## src/rtl/vga_timing_gen_if.sv

```systemverilog
// Raster timing bundle: pixel enable, counters, syncs, blanking and frame
// strobes as seen by every raster consumer.
interface vga_timing_gen_if #(
    parameter int H_WIDTH = 10,
    parameter int V_WIDTH = 10,
    parameter int FRAME_W = 8
);
    logic               pix_en;
    logic [H_WIDTH-1:0] hpos;
    logic [V_WIDTH-1:0] vpos;
    logic               hsync;
    logic               vsync;
    logic               hblank;
    logic               vblank;
    logic               visible;
    logic               line_end;
    logic               frame_end;
    logic [FRAME_W-1:0] frame_count;

    modport master (
        output pix_en, hpos, vpos, hsync, vsync, hblank, vblank,
               visible, line_end, frame_end, frame_count
    );

    modport slave (
        input  pix_en, hpos, vpos, hsync, vsync, hblank, vblank,
               visible, line_end, frame_end, frame_count
    );
endinterface

```

## src/rtl/vga_timing_gen.sv

```systemverilog
// Parametrised VGA raster timing generator: pixel clock-enable divider,
// pixel/line counters, registered sync pulses, blanking flags and a
// completed-frame counter.
module vga_timing_gen #(
    parameter int H_VIEW       = 640,
    parameter int H_FRONT      = 16,
    parameter int H_SYNC       = 96,
    parameter int H_BACK       = 48,
    parameter int V_VIEW       = 480,
    parameter int V_FRONT      = 10,
    parameter int V_SYNC       = 2,
    parameter int V_BACK       = 33,
    parameter int H_WIDTH      = 10,
    parameter int V_WIDTH      = 10,
    parameter int HSYNC_ACTIVE = 1,
    parameter int VSYNC_ACTIVE = 1,
    parameter int CLK_DIV      = 1,
    parameter int FRAME_W      = 8
) (
    input  logic           clk,
    input  logic           reset,
    vga_timing_gen_if.master o_vga
);
    localparam int H_MAX        = H_VIEW + H_FRONT + H_SYNC + H_BACK - 1;
    localparam int V_MAX        = V_VIEW + V_FRONT + V_SYNC + V_BACK - 1;
    localparam int H_SYNC_START = H_VIEW + H_FRONT;
    localparam int H_SYNC_END   = H_SYNC_START + H_SYNC;
    localparam int V_SYNC_START = V_VIEW + V_FRONT;
    localparam int V_SYNC_END   = V_SYNC_START + V_SYNC;

    localparam logic [H_WIDTH-1:0] H_MAX_L    = H_WIDTH'(H_MAX);
    localparam logic [H_WIDTH-1:0] H_VIEW_L   = H_WIDTH'(H_VIEW);
    localparam logic [H_WIDTH-1:0] H_SS_PRE_L = H_WIDTH'(H_SYNC_START - 1);
    localparam logic [H_WIDTH-1:0] H_SE_PRE_L = H_WIDTH'(H_SYNC_END - 1);
    localparam logic [V_WIDTH-1:0] V_MAX_L    = V_WIDTH'(V_MAX);
    localparam logic [V_WIDTH-1:0] V_VIEW_L   = V_WIDTH'(V_VIEW);
    localparam logic [V_WIDTH-1:0] V_SS_PRE_L = V_WIDTH'(V_SYNC_START - 1);
    localparam logic [V_WIDTH-1:0] V_SE_PRE_L = V_WIDTH'(V_SYNC_END - 1);

    // Sync registers hold the pin level directly, so polarity never passes
    // through combinational logic on the way out.
    localparam logic HS_ON  = (HSYNC_ACTIVE != 0);
    localparam logic HS_OFF = !HS_ON;
    localparam logic VS_ON  = (VSYNC_ACTIVE != 0);
    localparam logic VS_OFF = !VS_ON;

    logic               w_pix_en;
    logic               w_h_last;
    logic               w_v_last;
    logic               w_line_end;
    logic               w_frame_end;
    logic [H_WIDTH-1:0] r_hpos;
    logic [V_WIDTH-1:0] r_vpos;
    logic               r_hsync;
    logic               r_vsync;
    logic [FRAME_W-1:0] r_frame_count;

    generate
        if (CLK_DIV > 1) begin : g_div
            localparam int DIV_W = $clog2(CLK_DIV);
            localparam logic [DIV_W-1:0] DIV_LAST = DIV_W'(CLK_DIV - 1);
            logic [DIV_W-1:0] r_div;

            // Pixel divider: counts 0..CLK_DIV-1, enable on the last count
            always_ff @(posedge clk) begin
                if (reset)
                    r_div <= '0;
                else if (r_div == DIV_LAST)
                    r_div <= '0;
                else
                    r_div <= r_div + 1'b1;
            end

            assign w_pix_en = (r_div == DIV_LAST);
        end else begin : g_nodiv
            assign w_pix_en = 1'b1;
        end
    endgenerate

    assign w_h_last    = (r_hpos == H_MAX_L);
    assign w_v_last    = (r_vpos == V_MAX_L);
    assign w_line_end  = w_pix_en && w_h_last;
    assign w_frame_end = w_line_end && w_v_last;

    // Pixel and line counters advance on pixel ticks, lines on the last pixel
    always_ff @(posedge clk) begin
        if (reset) begin
            r_hpos <= '0;
            r_vpos <= '0;
        end else if (w_pix_en) begin
            r_hpos <= w_h_last ? '0 : r_hpos + 1'b1;
            if (w_h_last)
                r_vpos <= w_v_last ? '0 : r_vpos + 1'b1;
        end
    end

    // hsync switches one pixel early so it lines up with hpos after the tick
    always_ff @(posedge clk) begin
        if (reset) begin
            r_hsync <= HS_OFF;
        end else if (w_pix_en) begin
            if (r_hpos == H_SS_PRE_L)
                r_hsync <= HS_ON;
            else if (r_hpos == H_SE_PRE_L)
                r_hsync <= HS_OFF;
        end
    end

    // vsync switches on the line_end tick, the same edge vpos moves
    always_ff @(posedge clk) begin
        if (reset) begin
            r_vsync <= VS_OFF;
        end else if (w_line_end) begin
            if (r_vpos == V_SS_PRE_L)
                r_vsync <= VS_ON;
            else if (r_vpos == V_SE_PRE_L)
                r_vsync <= VS_OFF;
        end
    end

    // Completed-frame counter, wraps naturally at its width
    always_ff @(posedge clk) begin
        if (reset)
            r_frame_count <= '0;
        else if (w_frame_end)
            r_frame_count <= r_frame_count + 1'b1;
    end

    assign o_vga.pix_en      = w_pix_en;
    assign o_vga.hpos        = r_hpos;
    assign o_vga.vpos        = r_vpos;
    assign o_vga.hsync       = r_hsync;
    assign o_vga.vsync       = r_vsync;
    assign o_vga.hblank      = (r_hpos >= H_VIEW_L);
    assign o_vga.vblank      = (r_vpos >= V_VIEW_L);
    assign o_vga.visible     = (r_hpos < H_VIEW_L) && (r_vpos < V_VIEW_L);
    assign o_vga.line_end    = w_line_end;
    assign o_vga.frame_end   = w_frame_end;
    assign o_vga.frame_count = r_frame_count;
endmodule
```

## src/flat_wrapper.sv

```systemverilog
// flat-port wrapper written by rule: the top's interface ports become plain ports
module vga_timing_gen_flat 
#(
    parameter int H_VIEW       = 640,
    parameter int H_FRONT      = 16,
    parameter int H_SYNC       = 96,
    parameter int H_BACK       = 48,
    parameter int V_VIEW       = 480,
    parameter int V_FRONT      = 10,
    parameter int V_SYNC       = 2,
    parameter int V_BACK       = 33,
    parameter int H_WIDTH      = 10,
    parameter int V_WIDTH      = 10,
    parameter int HSYNC_ACTIVE = 1,
    parameter int VSYNC_ACTIVE = 1,
    parameter int CLK_DIV      = 1,
    parameter int FRAME_W      = 8
)
  (clk, reset, o_vga_pix_en, o_vga_hpos, o_vga_vpos, o_vga_hsync, o_vga_vsync, o_vga_hblank, o_vga_vblank, o_vga_visible, o_vga_line_end, o_vga_frame_end, o_vga_frame_count);
  vga_timing_gen_if #(.H_WIDTH(H_WIDTH), .V_WIDTH(V_WIDTH), .FRAME_W(FRAME_W)) o_vga_i ();
  input  logic clk;
  input  logic reset;
  output wire logic [$bits(o_vga_i.pix_en)-1:0] o_vga_pix_en;
  output wire logic [$bits(o_vga_i.hpos)-1:0] o_vga_hpos;
  output wire logic [$bits(o_vga_i.vpos)-1:0] o_vga_vpos;
  output wire logic [$bits(o_vga_i.hsync)-1:0] o_vga_hsync;
  output wire logic [$bits(o_vga_i.vsync)-1:0] o_vga_vsync;
  output wire logic [$bits(o_vga_i.hblank)-1:0] o_vga_hblank;
  output wire logic [$bits(o_vga_i.vblank)-1:0] o_vga_vblank;
  output wire logic [$bits(o_vga_i.visible)-1:0] o_vga_visible;
  output wire logic [$bits(o_vga_i.line_end)-1:0] o_vga_line_end;
  output wire logic [$bits(o_vga_i.frame_end)-1:0] o_vga_frame_end;
  output wire logic [$bits(o_vga_i.frame_count)-1:0] o_vga_frame_count;
  assign o_vga_pix_en = o_vga_i.pix_en;
  assign o_vga_hpos = o_vga_i.hpos;
  assign o_vga_vpos = o_vga_i.vpos;
  assign o_vga_hsync = o_vga_i.hsync;
  assign o_vga_vsync = o_vga_i.vsync;
  assign o_vga_hblank = o_vga_i.hblank;
  assign o_vga_vblank = o_vga_i.vblank;
  assign o_vga_visible = o_vga_i.visible;
  assign o_vga_line_end = o_vga_i.line_end;
  assign o_vga_frame_end = o_vga_i.frame_end;
  assign o_vga_frame_count = o_vga_i.frame_count;
  vga_timing_gen #(.H_VIEW(H_VIEW), .H_FRONT(H_FRONT), .H_SYNC(H_SYNC), .H_BACK(H_BACK), .V_VIEW(V_VIEW), .V_FRONT(V_FRONT), .V_SYNC(V_SYNC), .V_BACK(V_BACK), .H_WIDTH(H_WIDTH), .V_WIDTH(V_WIDTH), .HSYNC_ACTIVE(HSYNC_ACTIVE), .VSYNC_ACTIVE(VSYNC_ACTIVE), .CLK_DIV(CLK_DIV), .FRAME_W(FRAME_W)) u_core (.clk(clk), .reset(reset), .o_vga(o_vga_i));
endmodule
```

## config.mk

```make
export PLATFORM = sky130hd
export DESIGN_NAME = vga_timing_gen_flat
export DESIGN_NICKNAME = d
export VERILOG_FILES = /design/src/rtl/vga_timing_gen_if.sv /design/src/rtl/vga_timing_gen.sv /design/src/flat_wrapper.sv
export SDC_FILE = /design/constraint.sdc
export NUM_CORES = 1
export LEC_CHECK = 0
export ABC_AREA = 0
export CORE_MARGIN = 1.5
export CORE_UTILIZATION = 30
export DETAILED_ROUTE_END_ITERATION = 12
export GPL_ROUTABILITY_DRIVEN = 0
export GPL_TIMING_DRIVEN = 0
export HOLD_SLACK_MARGIN = 0.15
export PLACE_DENSITY = 0.62
export REMOVE_ABC_BUFFERS = 1
export SLEW_MARGIN = 0
export SYNTH_ARGS = -nofsm -noshare
export SYNTH_HDL_FRONTEND = slang
export SYNTH_SLANG_ARGS = --single-unit
export TNS_END_PERCENT = 30
```

## constraint.sdc

```tcl
create_clock -name clk -period 3.2 [get_ports clk]
set_input_delay 0.32 -clock clk [delete_from_list [all_inputs] [get_ports clk]]
set_output_delay 0.32 -clock clk [all_outputs]
set_load 0.05 [all_outputs]
```

After elaboration in Yosys (flattened, before gate mapping)
Index checks and enable logic that the tools add are counted.
{"block": "word_totals", "memories": 0, "latchBits": 0, "elab_cells": 29, "register_bits": 30, "mem_bits_rw": 0, "input_bits": 2, "mem_bits_ro": 0}
{"block": "op_classes", "n_lt_le_gt_ge": 4, "n_reduce_logical": 6, "div": 0, "bitwise_logic": 0, "add_sub_neg": 3, "n_shift": 0, "mul": 0, "mux": 5, "n_eq_ne": 6}
{"op": "$eq A10 B10 Y1 const B", "count": 4}
{"op": "$add A10 B1 Y10 const B", "count": 2}
{"op": "$eq A10 B9 Y1 const B", "count": 2}
{"op": "$ge A10 B10 Y1 const B", "count": 1}
{"op": "$ge A10 B9 Y1 const B", "count": 1}
{"op": "$lt A10 B10 Y1 const B", "count": 1}
{"op": "$lt A10 B9 Y1 const B", "count": 1}
{"op": "$mux W10", "count": 1}
{"op": "$add A8 B1 Y8 const B", "count": 1}
{"op": "$mux W1", "count": 4}
{"op": "$reduce_bool A2 Y1", "count": 2}
{"op": "$logic_and A1 B1 Y1", "count": 2}
{"op": "$reduce_and A2 Y1", "count": 1}
{"op": "$reduce_or A2 Y1", "count": 1}

Logic depth before layout (Yosys ltp)
Gate-level depths: netlist (run 1).
{"block": "logic_depth", "depth_word": 3, "ltp_mapped": 8, "depth_no_buf": 6}

Worst setup path after synthesis (run 1)
OpenSTA, ideal clock, no wires.
{"block": "synth_path", "kind": "reg-to-output", "startpoint": "reg u_core.r_hpos[0], in the netlist u_core.o_vga.hpos[0]", "endpoint": "out o_vga_frame_end", "t_required_ns": 2.880, "setup_slack_ns": 0.381, "path_stages_with_launch": 6, "arrival_time_ns": 2.499, "cell_sequence": "dfxtp_1 > ha_1 > nand4_2 > or4_1 > buf_2 > nor2_1"}
{"block": "synth_via", "elab_chain_len": 2}
{"item": "from (decl)", "line": "vga_timing_gen.sv:52", "rtl": "logic [H_WIDTH-1:0] r_hpos;"}
{"item": "from (signal assigned)", "line": "vga_timing_gen.sv:91", "rtl": "r_hpos <= w_h_last ? '0 : r_hpos + 1'b1;"}
{"item": "$eq A10 B10 Y1", "line": "vga_timing_gen.sv:80", "rtl": "assign w_h_last = (r_hpos == H_MAX_L);"}
{"item": "$logic_and A1 B1 Y1", "line": "vga_timing_gen.sv:83", "rtl": "assign w_frame_end = w_line_end && w_v_last;"}
{"item": "to (decl)", "line": "flat_wrapper.sv:32", "rtl": "output wire logic [$bits(o_vga_i.frame_end)-1:0] o_vga_frame_end;"}
No other way between the ends.

Final worst setup path (run 1)
{"block": "layout_path", "startpoint": "reg u_core.r_hpos[1], in the netlist u_core.o_vga.hpos[1]", "endpoint": "out o_vga_frame_end"}
The elaborated chain is that of the path after synthesis.

==> results of run 1 <==
metrics by stage:
stage	cell area (um2)	worst slack, ps	hold slack (ps)
after global routing	2090	111	493
after CTS	2090	27.9	476
final	2090	250	477
after floorplan	1510	374	389
after global placement	1950	288	460
after detailed placement	1950	292	459
layout by cell type, fill, tap and decap left out, drive strengths merged, types with 3 or more instances in the layout:
master	Yosys	final
a21oi	12	12
and3	3	3
clkbuf	6	6
clkdlybuf4s50	0	34
dfxtp	30	30
ha	6	6
inv	12	12
nand2	7	7
nand2b	4	4
nand3	10	10
nand4	8	8
nor2	18	18
nor3	3	3
nor3b	3	3
nor4	3	3
o21ai	5	5
o31ai	7	7
or3	5	5
or4	10	10
xnor2	7	7
xor2	6	6
final cells by class:
| type | instances | area share [%] |
|---|---|---|
| clock buffer | 6 | 3.95 |
| sequential | 30 | 28.7 |
| clock inverter | 2 | 2.87 |
| timing repair buffer | 36 | 17.3 |
| inverter | 12 | 2.15 |
| multi-input combinational | 133 | 41.1 |
| tap | 67 | 4.00 |
critical path: stages, from the launching register on:
cell,delay [ps]
dfxtp_1,390
ha_1,320
nand4_2,190
or4_1,720
nor2_1,160
dlygate4sd2_1,540
logic make-up after synthesis:
family                   count (synthesis)  synth area share (%)
AND/OR/NAND/NOR                         83                  30.7
flip-flops                              30                  39.0
AO/OA/AOI/OAI                           29                  11.9
buffers and inverters                   20                  5.20
XOR/XNOR                                13                  7.39
adder cells (fa/ha/maj)                  6                  4.87
other                                    1                 0.243
multiplexers                             1                 0.731
worst paths after layout:
check | slack [ps] | endpoint | from | cells after the start
setup / recovery | 250 | o_vga_frame_end | u_core.o_vga.hpos[1]$_SDFF_PP0_ | 5
hold / removal | 480 | u_core.o_vga.hpos[0]$_SDFF_PP0_ | u_core.o_vga.hpos[0]$_SDFF_PP0_ | 1
setup reg to reg | 730 | u_core.o_vga.frame_count[5]$_SDFFE_PP0P_ | u_core.o_vga.hpos[1]$_SDFF_PP0_ | 5
hold reg to reg | 480 | u_core.o_vga.hpos[0]$_SDFF_PP0_ | u_core.o_vga.hpos[0]$_SDFF_PP0_ | 1
per-layer routing:
| metal | GRT usage, % | up-vias | wire length [um] |
|---|---|---|---|
| met3 | 3.21 | 7 | 140 |
| li1 | - | 725 | - |
| met5 | 0 | - | 0 |
| met2 | 21.0 | 31 | 1550 |
| met1 | 19.2 | 626 | 1800 |
| met4 | 7.88 | 0 | 74 |
flip-flops by register name, indices dropped and copies added, names as in the netlist:
| name | flops |
|---|---|
| u_core.o_vga.frame_count | 8 |
| u_core.o_vga.vpos | 10 |
| u_core.o_vga.hpos | 10 |
| u_core.o_vga.vsync | 1 |
| u_core.o_vga.hsync | 1 |
where the power goes:
group | leakage, uW | switching, uW | total, uW | internal, uW
combinational | 0.000419 | 30.7 | 44.3 | 13.5
clock | 0.0000714 | 151 | 483 | 332
sequential | 0.000242 | 6.14 | 384 | 378
what timing repair did:
item                                    4_1_cts  5_1_grt
endpoints found under the setup margin        1        1
hold buffers                                  0        0
resized for setup                             1        1
==> results_dict.tcl, run 1 <==
set metrics [dict create \
    synth_top_cell_area_share_pct 39.0 \
    fin_crit_ps 2950 \
    startpoint_type "register" \
    die_y_um 74.7 \
    synth_edf_count 0 \
    synth_common_cells "dfxtp_1, nor2_1, a21oi_1, inv_1" \
    synth-async-reset-ratio_pct 0 \
    vdd_drop_max_v 0.000201 \
    cts_max_path_buffers 2 \
    grt_pass1_vias 1278 \
    start_util_pct 31.8 \
    drcViolationCount 0 \
    grt_usage_pct 14.2 \
    die_w_um 74.7 \
    ant_nets 0 \
    finalSetupViolations 0 \
    relSlewSlack_pct 55.9 \
    fmax_mhz 339 \
    synth_area_leaders "dfxtp_1, ha_1, or4_1" \
    vias 1389 \
    min_period_over_period_pct 92.2 \
    cts_sinks 30 \
    wirelength_mm 3.56 \
    clock_skew_ps 4.54 \
    via_per_inst 4.86 \
    antenna_found_initial 0 \
    grt-ovfl-total 0 \
    syn_area_um2 1540 \
    ys_seq_elements 30 \
    antenna_cells 0 \
    area_delta_synth_final_pct 35.9 \
    clk_latency_ps 290 \
    pwr_density_cell_nw_per_um2 435 \
    cp_data_arrival_time_ps 2630 \
    synthCells 183 \
    ys_warn_count 0 \
    pin_count 38 \
    worstSetupEndpointType "primary output" \
    p_leak_uw 0.000733 \
    avgSynthCellArea_um2 8.42 \
    cts_setup_buffers 0 \
    synthFlopType "dfxtp_1" \
    dieArea_um2 5570 \
    rows 25 \
    core-area_um2 4850 \
    root_buffer "clkbuf_8" \
    cts_tree "built" \
    wl_per_cell_um 12.5 \
    path_class "register to primary output" \
    cts_buffers 5 \
    rsz0062_at_grt "false" \
    worstMarginPinSlew_ps 657 \
    hold_viol 0 \
    port_buffers 36 \
    multi_input_area_um2 860 \
    grt_pass1_wl_mm 5.99 \
    hpwlAfterDp_mm 2.51 \
    tns_ps 0 \
    nFillCells 499 \
    cts_htree_levels 2 \
    total_power_uw 911 \
    hold_path_class "register to register" \
    regArea_um2 601 \
    path_max_fanout 9 \
    status "finished clean" \
    synth.most_common_cell "dfxtp_1" \
    stdcell_count 286 \
    nets 226 \
    yosysTopAreaCell "dfxtp_1" \
    clk_pin_slew_worst_paths_ps 70 \
    drv_cap 0 \
    drtIter0Drc 81 \
    synth_cell_types 37 \
    dp.cells 278 \
    grt_max_degree 19 \
    firstDrtPassIters 4 \
    final_core_util_pct 43.2 \
    slew_violations 0 \
    required_ps 2880 \
    drive_above_1_share_pct 5.48 \
    ys_seq_area_share_pct 39.0 \
]
No activity file was read; power rests on OpenSTA's default activity.
==> inputs of run 2 (changes only) <==
CELL_PAD_IN_SITES_DETAIL_PLACEMENT = 1   (was default)
CELL_PAD_IN_SITES_GLOBAL_PLACEMENT = 1   (was default)
CORE_MARGIN = default   (was 1.5)
PLACE_DENSITY = 0.77   (was 0.62)
==> results_dict.tcl, run 2 (synthesis gave the netlist of run 1 again) <==
set metrics [dict create \
    fin_crit_ps 2910 \
    wl_per_cell_um 13.2 \
    swShare_pct 23.7 \
    tns_ps 0 \
    drtIter0Drc 37 \
    antenna_found_initial 0 \
    die_w_um 73.7 \
    cp_data_arrival_time_ps 2590 \
    status "finished clean" \
    clk_pin_slew_worst_paths_ps 60 \
    p_sw_uw 173 \
    die_y_um 73.7 \
    drv_cap 0 \
    grt_pass1_vias 1360 \
    finalSetupViolations 0 \
    path_class "register to primary output" \
    dieArea_um2 5420 \
    cts_htree_levels 2 \
    internal_power_uw 557 \
    fmax_mhz 344 \
    start_util_pct 32.0 \
    rsz0062_at_grt "false" \
    hold_ws_ps 480 \
    nFillCells 582 \
    grt_pass1_wl_mm 6.15 \
    cts_sinks 30 \
    required_ps 2880 \
    total_power_uw 730 \
    grt_usage_pct 15.0 \
    relSlewSlack_pct 53.9 \
    ant_nets 0 \
    p_seq_share_pct 52.6 \
    grt_max_degree 19 \
    area_delta_synth_final_pct 32.0 \
    via_per_inst 5.11 \
    startpoint_type "register" \
    clk_latency_ps 280 \
    core-area_um2 4820 \
    cts_tree "built" \
    comb_power_share_pct 6.1 \
    final_cell_mix "clkdlybuf4s50_1, dfxtp_1, nor2_1" \
    pin_count 38 \
    hold_path_class "register to register" \
    path_max_fanout 9 \
    final_common_cell "clkdlybuf4s50_1" \
    rows 25 \
    worstMarginPinSlew_ps 687 \
    firstDrtPassIters 4 \
    grt-ovfl-total 0 \
    slew_violations 0 \
    place_area_um2 1950 \
    pwr-share-clk_pct 41.3 \
    hpwlAfterDp_mm 2.78 \
    worstSetupEndpointType "primary output" \
    nets 226 \
    cts_buffers 5 \
    p_leak_uw 0.000704 \
    wirelength_mm 3.74 \
    vias 1451 \
    cts_setup_buffers 0 \
    vdd_drop_max_v 0.000231 \
    port_buffers 36 \
    drcViolationCount 0 \
    min_period_over_period_pct 90.9 \
    hold_viol 0 \
    antenna_cells 0 \
    root_buffer "clkbuf_8" \
    cts_max_path_buffers 2 \
    drive_above_1_share_pct 4.61 \
    clock_skew_ps 6.46 \
    pwr_density_cell_nw_per_um2 359 \
    stdcell_area_um2 2030 \
]
-- run 2: layout make-up --
cell class              count  area (um2)  area share [%]
repair buffers             36         362            17.8
well taps                  67        83.8            4.12
inverters                  12        45.0            2.22
multi-input cells         133         860            42.3
flip-flops and latches     30         601            29.5
clock buffers               6        82.6            4.06
-- run 2: power by group through the flow --
stage	Sequential, uW	Clock [uW]	Combinational, uW
final	384	301	44.6
after global routing	385	326	47.8
after CTS	384	312	45.2
after detailed placement	392	0	44.8
after global placement	392	0	44.4
after floorplan	406	0	13.9
-- run 2: through the flow --
stage / utilization, % / setup slack (ps) / cells
2_1_floorplan: - / 374 / 175
6_report: 42.2 / 292 / 284
3_3_place_gp: 40.5 / 288 / 278
4_1_cts: 42.2 / 26.5 / 284
3_5_place_dp: 40.5 / 277 / 278
5_1_grt: 42.2 / 115 / 284
-- run 2: what timing repair did --
action | in CTS | in global routing
cloned | 0 | 0
hold buffers | 0 | 0
setup endpoints to repair | 1 | 1
resized for setup | 1 | 1
-- run 2: worst paths after layout --
check             slack (ps)  cells after the start                                        to                            start
setup / recovery         290                      5                           o_vga_frame_end  u_core.o_vga.hpos[0]$_SDFF_PP0_
hold / removal           480                      1           u_core.o_vga.hpos[0]$_SDFF_PP0_  u_core.o_vga.hpos[0]$_SDFF_PP0_
setup reg to reg         790                      5  u_core.o_vga.frame_count[5]$_SDFFE_PP0P_  u_core.o_vga.hpos[0]$_SDFF_PP0_
hold reg to reg          480                      1           u_core.o_vga.hpos[0]$_SDFF_PP0_  u_core.o_vga.hpos[0]$_SDFF_PP0_
-- run 2: worst max-delay path: stages, from the launching register on --
cell	delay, ps
dfxtp_1	390
ha_1	320
nand4_2	190
or4_1	720
nor2_1	150
dlygate4sd2_1	540
-- run 2: metal layers --
layer  up-vias  track usage [%]  share of wire (%)
li1        727                -                  -
met1       694             18.0                 49
met2        25             25.1                 46
met3         5             4.25                3.8
met4         0             6.41                1.7
met5         -                0                  0
